[src/rtl/pipeline_stage_decode.sv]
`default_nettype none
// ============================================================================
// Module   : pipeline_stage_decode
// Purpose  : Decode stage. Holds the register file, reads operands, detects
//            load-use hazards (stalling fetch) and discards wrong-path fetch
//            results after a jump using the fetch PC toggle bit.
// Option   : PIPELINE_DECODE_WRITE_BYPASS_EN - forward a same-cycle writeback
//            into the operand read instead of stalling for it.
// Revision : 1.0 - initial release
// ============================================================================

package pipeline_decode_pkg;
   typedef struct packed {
      logic [7:0] opcode;
      logic [4:0] destinationRegister;
      logic [4:0] sourceRegister1;
      logic [4:0] sourceRegister2;
      logic       readsSource1;
      logic       readsSource2;
      logic       memoryRead;
   } instruction_t;
endpackage

module pipeline_stage_decode
   import pipeline_decode_pkg::*;
#(
   parameter int DATA_WIDTH  = 32,
   parameter int REG_COUNT   = 32,
   parameter int INSTR_WIDTH = $bits(instruction_t)
) (
   input  logic                   clock,
   input  logic                   reset,
   input  logic [DATA_WIDTH-1:0]  fetchProgramCounter,
   input  logic                   fetchChangedTimes,
   input  logic [INSTR_WIDTH-1:0] fetchInstruction,
   input  logic                   jumpEnabled,
   input  logic                   writebackEnabled,
   input  logic [4:0]             writebackRegister,
   input  logic [DATA_WIDTH-1:0]  writebackValue,
   output logic                   stallOnDecode,
   output logic                   decodeValid,
   output logic [DATA_WIDTH-1:0]  decodeProgramCounter,
   output logic [INSTR_WIDTH-1:0] decodeInstruction,
   output logic [DATA_WIDTH-1:0]  decodeOperand1,
   output logic [DATA_WIDTH-1:0]  decodeOperand2
);

   localparam logic [4:0] c_ZERO_REG = 5'd0;

   logic [DATA_WIDTH-1:0] r_regFile [REG_COUNT];
   logic                  r_primed;
   logic                  r_expectedChangedTimes;
   logic                  r_decodeValid;
   logic [DATA_WIDTH-1:0] r_decodeProgramCounter;
   instruction_t          r_decodeInstruction;
   logic [DATA_WIDTH-1:0] r_decodeOperand1;
   logic [DATA_WIDTH-1:0] r_decodeOperand2;

   instruction_t          w_fetch;
   logic                  w_live;
   logic                  w_loadUse;
   logic                  w_writeMatch1;
   logic                  w_writeMatch2;
   logic                  w_hazard;
   logic [DATA_WIDTH-1:0] w_operand1;
   logic [DATA_WIDTH-1:0] w_operand2;

   assign w_fetch = instruction_t'(fetchInstruction);

   // A fetch result counts only once primed and only on the current PC path.
   assign w_live = r_primed && (fetchChangedTimes == r_expectedChangedTimes);

   // Load in the decode register whose destination feeds the live input.
   always_comb begin
      w_loadUse = 1'b0;
      if (w_live && r_decodeValid && r_decodeInstruction.memoryRead &&
          (r_decodeInstruction.destinationRegister != c_ZERO_REG)) begin
         if (w_fetch.readsSource1 &&
             (w_fetch.sourceRegister1 == r_decodeInstruction.destinationRegister))
            w_loadUse = 1'b1;
         if (w_fetch.readsSource2 &&
             (w_fetch.sourceRegister2 == r_decodeInstruction.destinationRegister))
            w_loadUse = 1'b1;
      end
   end

   // Operand reads that collide with this cycle's register-file write.
   assign w_writeMatch1 = writebackEnabled && (writebackRegister != c_ZERO_REG) &&
                          w_fetch.readsSource1 &&
                          (w_fetch.sourceRegister1 == writebackRegister);
   assign w_writeMatch2 = writebackEnabled && (writebackRegister != c_ZERO_REG) &&
                          w_fetch.readsSource2 &&
                          (w_fetch.sourceRegister2 == writebackRegister);

`ifdef PIPELINE_DECODE_WRITE_BYPASS_EN
   assign w_hazard = w_loadUse;
`else
   // Without forwarding, wait one cycle so the write lands in the file first.
   assign w_hazard = w_loadUse || (w_live && (w_writeMatch1 || w_writeMatch2));
`endif

   // Hold fetch on a hazard, but never while a jump redirects or in reset.
   assign stallOnDecode = reset && !jumpEnabled && w_hazard;

   // Operand read; unread sources and register 0 yield zero.
   always_comb begin
      w_operand1 = '0;
      w_operand2 = '0;
      if (w_fetch.readsSource1 && (w_fetch.sourceRegister1 != c_ZERO_REG))
         w_operand1 = r_regFile[w_fetch.sourceRegister1];
      if (w_fetch.readsSource2 && (w_fetch.sourceRegister2 != c_ZERO_REG))
         w_operand2 = r_regFile[w_fetch.sourceRegister2];
`ifdef PIPELINE_DECODE_WRITE_BYPASS_EN
      if (w_writeMatch1)
         w_operand1 = writebackValue;
      if (w_writeMatch2)
         w_operand2 = writebackValue;
`endif
   end

   // Register file: writes every requested cycle, register 0 stays zero.
   always_ff @(posedge clock or negedge reset) begin
      if (!reset) begin
         for (int i = 0; i < REG_COUNT; i++)
            r_regFile[i] <= '0;
      end else if (writebackEnabled && (writebackRegister != c_ZERO_REG)) begin
         r_regFile[writebackRegister] <= writebackValue;
      end
   end

   // Decode result register and path-tracking state, jump first, then hazard.
   always_ff @(posedge clock or negedge reset) begin
      if (!reset) begin
         r_primed               <= 1'b0;
         r_expectedChangedTimes <= 1'b0;
         r_decodeValid          <= 1'b0;
         r_decodeProgramCounter <= '0;
         r_decodeInstruction    <= '0;
         r_decodeOperand1       <= '0;
         r_decodeOperand2       <= '0;
      end else begin
         r_primed <= 1'b1;
         if (!jumpEnabled && !w_hazard && w_live) begin
            r_decodeValid          <= 1'b1;
            r_decodeProgramCounter <= fetchProgramCounter;
            r_decodeInstruction    <= w_fetch;
            r_decodeOperand1       <= w_operand1;
            r_decodeOperand2       <= w_operand2;
         end else begin
            r_decodeValid          <= 1'b0;
            r_decodeProgramCounter <= '0;
            r_decodeInstruction    <= '0;
            r_decodeOperand1       <= '0;
            r_decodeOperand2       <= '0;
         end
         if (jumpEnabled)
            r_expectedChangedTimes <= ~r_expectedChangedTimes;
      end
   end

   assign decodeValid          = r_decodeValid;
   assign decodeProgramCounter = r_decodeProgramCounter;
   assign decodeInstruction    = r_decodeInstruction;
   assign decodeOperand1       = r_decodeOperand1;
   assign decodeOperand2       = r_decodeOperand2;

endmodule
`default_nettype wire

[config.mk]
export PLATFORM = sky130hd
export DESIGN_NAME = pipeline_stage_decode
export DESIGN_NICKNAME = d
export VERILOG_FILES = /design/src/rtl/pipeline_stage_decode.sv
export SDC_FILE = /design/constraint.sdc
export NUM_CORES = 2
export LEC_CHECK = 0
export CAP_MARGIN = 30
export CORE_ASPECT_RATIO = 2
export CORE_MARGIN = 2
export CORE_UTILIZATION = 40
export DETAILED_ROUTE_END_ITERATION = 7
export GPL_TIMING_DRIVEN = 0
export MAX_ROUTING_LAYER = met4
export PLACE_DENSITY = 0.56
export SLEW_MARGIN = 0
export SYNTH_ARGS = -nofsm -noshare
export SYNTH_HDL_FRONTEND = slang
export SYNTH_SLANG_ARGS = --single-unit
[constraint.sdc]
create_clock -name clock -period 2.99 [get_ports clock]
set_input_delay 0.598 -clock clock [delete_from_list [all_inputs] [get_ports clock]]
set_output_delay 0.598 -clock clock [all_outputs]
set_load 0.01 [all_outputs]
==> impl_metrics.py <==
metrics = {
    "outcome": {
        "outcome": "finished with violations",
        "violations": "hold timing, setup timing",
    },
    "final_layout": {
        "num-nets-final": 4347,
        "area_delta_synth_final_pct": 16.2,
        "area.sequential_mm2": 0.0288,
        "layout-drive-gt1-share_pct": 44.2,
        "combined_area_of_the_multi_input_logic_cells_mm2": 0.0276,
        "layout.core_utilization_pct": 46.7,
        "n_fill_cell": 13000,
    },
    "sta": {
        "skew_ns": 0.0409,
        "slew_headroom_pct": 23.0,
        "final-max-slew-violation-count": 0,
        "final.min_clock_period_ns": 3.29,
        "setup_repair_after_global_routing_missed_its_margin": "true",
        "final.period_utilization_pct": 110,
        "fin_hold_ws_ns": -0.0910,
        "max_freq_mhz": 304,
        "setup_viol_count_final": 16,
        "fin_ws_ns": -0.299,
        "worstMarginPinSlew_ns": 1.15,
        "finalHoldViolations": 49,
    },
    "cts": {
        "cts_max_path_bufs": 3,
        "numCtsBuffers": 107,
        "cts_root_buffer": "clkbuf_16",
        "clock_tree_from_tritoncts": "built",
        "cts-htree-levels": 3,
        "clock_edge_transition_at_the_registers_on_the_reported_setup_and_hold_paths_ns": 0.08,
        "clock_sinks": 1149,
        "worst_skew_late_latency_ns": 0.76,
        "cts-hold-fix-buffers": 4,
    },
    "drt": {
        "ant_nets": 0,
        "wl_um": 242000,
        "via_per_inst": 6.22,
        "routed_wl_per_cell_um": 38.7,
        "detailroute.via_count": 38800,
        "drt-pass1-iter-count": 6,
        "drt-initial-drc-count": 3457,
        "drcViolationCount": 0,
    },
    "placed_design": {
        "placer_s_final_routability_congestion_estimate": 0.993,
        "dp_hpwl_um": 180000,
        "port_buffers": 210,
    },
    "grt": {
        "grt_start_max_net_pins": 172,
        "grt-ovfl-total": 0,
        "number_of_global_route_vias_before_repair": 41000,
        "global_route_wire_length_before_repair_um": 332000,
        "initial_antenna_violation_count": 15,
        "grt.total_usage_pct": 33.9,
    },
    "synthesis": {
        "post_synth_num_cell_types": 47,
        "seq_area_frac_synth_pct": 49.2,
        "synthesized_nets": 3988,
        "yosys.area.top_type_share_pct": 49.2,
        "synthTopCellsByArea": "dfrtp_1 49%, mux4_2 19%, mux2_2 19%",
        "syn-instance-count": 3888,
        "synth.largest_area_cell": "dfrtp_1",
        "postSynthAreaPerCell_um2": 15.0,
        "cell_area_after_synthesis_mm2": 0.0584,
        "synth_seq_cells": 1149,
        "ys_dominant_reg_cell": "dfrtp_1",
        "synth_enable_flop_cells": 0,
        "yosys_warnings": 0,
        "synth-async-reset-ratio_pct": 100,
    },
    "critical_path": {
        "r2r_start": "decodeInstruction[14]",
        "worstReg2RegEnd": "decodeOperand1[19]",
        "cp.required_ns": 2.39,
        "worst-endpoint-arrival_ns": 2.69,
        "worstRegToRegCells": 6,
        "critical-path-slowest-cell": "dfrtp_2",
        "worstPathCellList": "or3_4, o311a_1, a32o_2, buf_12, and3_4, buf_6",
        "worst-setup-path-type": "register to primary output",
        "cp_slowest_stage_delay_ns": 0.46,
        "worst_setup_path_end_kind": "primary output",
        "startpoint_type": "register",
        "critical_path_peak_fanout": 3,
        "reg2reg_setup_slack_ns": 0.03,
    },
    "floorplan": {
        "die_area_mm2": 0.149,
        "die_w_um": 274,
        "top_level_ports": 224,
        "chipHeight_um": 544,
        "std_cell_rows": 198,
        "start_util_pct": 40.2,
        "core_region_area_mm2": 0.145,
    },
    "pwr": {
        "swShare_pct": 29.9,
        "ir_worst_vdd_v": 0.000463,
        "power.density_cell_area_mw_per_mm2": 686,
        "net-switching-power_mw": 13.9,
        "power_frac_clock_pct": 33.8,
        "power_report.internal_total_mw": 32.6,
        "leakage_power_of_the_design_nw": 29.0,
        "sequentialPowerShare_pct": 43.7,
        "power.share.combinational_pct": 22.6,
    },
    "hold_path": {
        "timing.hold.worst.class": "primary input to asynchronous set/reset pin",
    },
    "flow_run": {
        "max_cap_violations": 0,
    },
}
-- power groups by stage --
stage	combinational, mW	sequential [mW]	clock (mW)
finish	10.5	20.3	15.7
global route	10.8	20.6	16.5
CTS	10.3	20.2	16.0
detailed placement	10.2	20.5	0
global placement	9.87	20.5	0
floorplan	6.36	19.8	0
-- metrics by stage --
| stage | cells | area, um^2 | power, mW | setup TNS [ns] | worst slack [ns] |
|---|---|---|---|---|---|
| global route | 6245 | 67900 | 47.9 | -0.396 | -0.342 |
| global placement | 5998 | 62900 | 30.3 | - | -52.83 |
| detailed placement | 6024 | 63400 | 30.7 | -475.98 | -1.36 |
| CTS | 6229 | 67700 | 46.5 | -0.381 | -0.381 |
| floorplan | 3888 | 58400 | 26.2 | 0 | 0.416 |
| finish | 6246 | 67900 | 46.5 | -0.988 | -0.299 |
-- cell usage after synthesis (2+ instances only) --
master / instances
nand4_1: 4
buf_6: 18
and3_1: 31
and2_1: 30
xnor2_1: 19
mux2_2: 981
or2_2: 2
o221ai_1: 9
a211oi_1: 3
dfrtp_1: 1149
nand2_1: 75
mux2_1: 11
nor2b_1: 3
o21ai_1: 29
a21oi_1: 61
o21ai_0: 3
clkbuf_1: 248
nor3_1: 123
a31o_1: 29
a221oi_1: 38
a22o_1: 3
nand3_1: 4
mux4_2: 497
o22ai_1: 35
buf_1: 50
nand3b_1: 6
nor3b_1: 4
mux2i_1: 134
a22oi_1: 58
nor2_1: 21
o32ai_1: 2
buf_2: 88
buf_4: 36
inv_1: 58
xor2_1: 3
a31oi_1: 12
-- worst max-delay path: cells and delay by family, from the launching register on --
family	cells	cell delay (ns)
buffers and inverters	2	0.29
flip-flops	1	0.46
AND/OR/NAND/NOR	2	0.55
AO/OA/AOI/OAI	2	0.64
-- repair_timing --
item	in CTS	in global routing
endpoints found under the setup margin	202	119
resized for setup	51	49
gates cloned	1	0
hold endpoints to repair	43	41
setup buffers	6	0
pin swaps	3	5
-- area by class of cell --
| class | count | area share (%) |
|---|---|---|
| Sequential cell | 1149 | 42.4 |
| Multi-Input combinational cell | 2240 | 40.7 |
| Clock buffer | 140 | 4.52 |
| Timing Repair Buffer | 255 | 4.16 |
| Tap cell | 1900 | 3.50 |
| Buffer | 435 | 3.06 |
| Clock inverter | 57 | 1.32 |
| Inverter | 59 | 0.326 |
| Antenna cell | 11 | 0.0406 |
-- registers in the layout (all words and copies together) (netlist names) --
signal	flops
r_regFile	1024
decodeOperand1	32
decodeOperand2	32
decodeProgramCounter	32
decodeInstruction	26
decodeValid	1
r_expectedChangedTimes	1
r_primed	1
-- per-layer routing --
metal | part of all wire, % | GRT usage [%] | wire length (um) | vias to the layer above
met5 | 0 | - | 0 | -
met4 | 14 | 36.5 | 34100 | 0
li1 | - | - | - | 15600
met3 | 4.9 | 5.32 | 11900 | 727
met1 | 32 | 33.3 | 77100 | 20800
met2 | 49 | 54.6 | 118000 | 1715
-- logic make-up (layout without fill, tap and decap cells) --
kind of cell    after synthesis  after routing  share of synthesized area, %
simple gates                309            309                          2.66
flops                      1149           1149                          49.2
other cells                   1             12                       0.00642
buf+inv                     499            946                          3.86
mux                        1623           1623                          40.6
compound gates              285            285                          3.35
xor+xnor                     22             22                         0.330
-- worst max-delay path by stage --
stage | slack (ns) | from | end | cells after the start
3_5_place_dp | -1.36 | fetchInstruction[5] | decodeOperand2[17] | 9
3_3_place_gp | -52.83 | reset | r_regFile[918] | 1
4_1_cts | -0.38 | decodeInstruction[14] | stallOnDecode | 7
6_report | -0.30 | decodeInstruction[14] | stallOnDecode | 6
2_1_floorplan | 0.42 | fetchInstruction[3] | stallOnDecode | 9
5_1_grt | -0.34 | decodeInstruction[13] | stallOnDecode | 9
-- cells in the final DEF, fill, tap and decap left out, types with 30 or more instances in the layout --
master	count
nor3_1	113
mux4_2	497
mux2_2	981
clkbuf_1	231
o22ai_1	35
buf_2	83
clkbuf_16	110
and2_1	30
inv_1	58
clkdlybuf4s50_1	208
dfrtp_1	1146
and3_1	30
buf_1	49
mux2i_1	134
a21oi_1	61
a22oi_1	58
buf_4	49
nand2_1	75
Note: power is estimated with default switching activity, not from simulation.
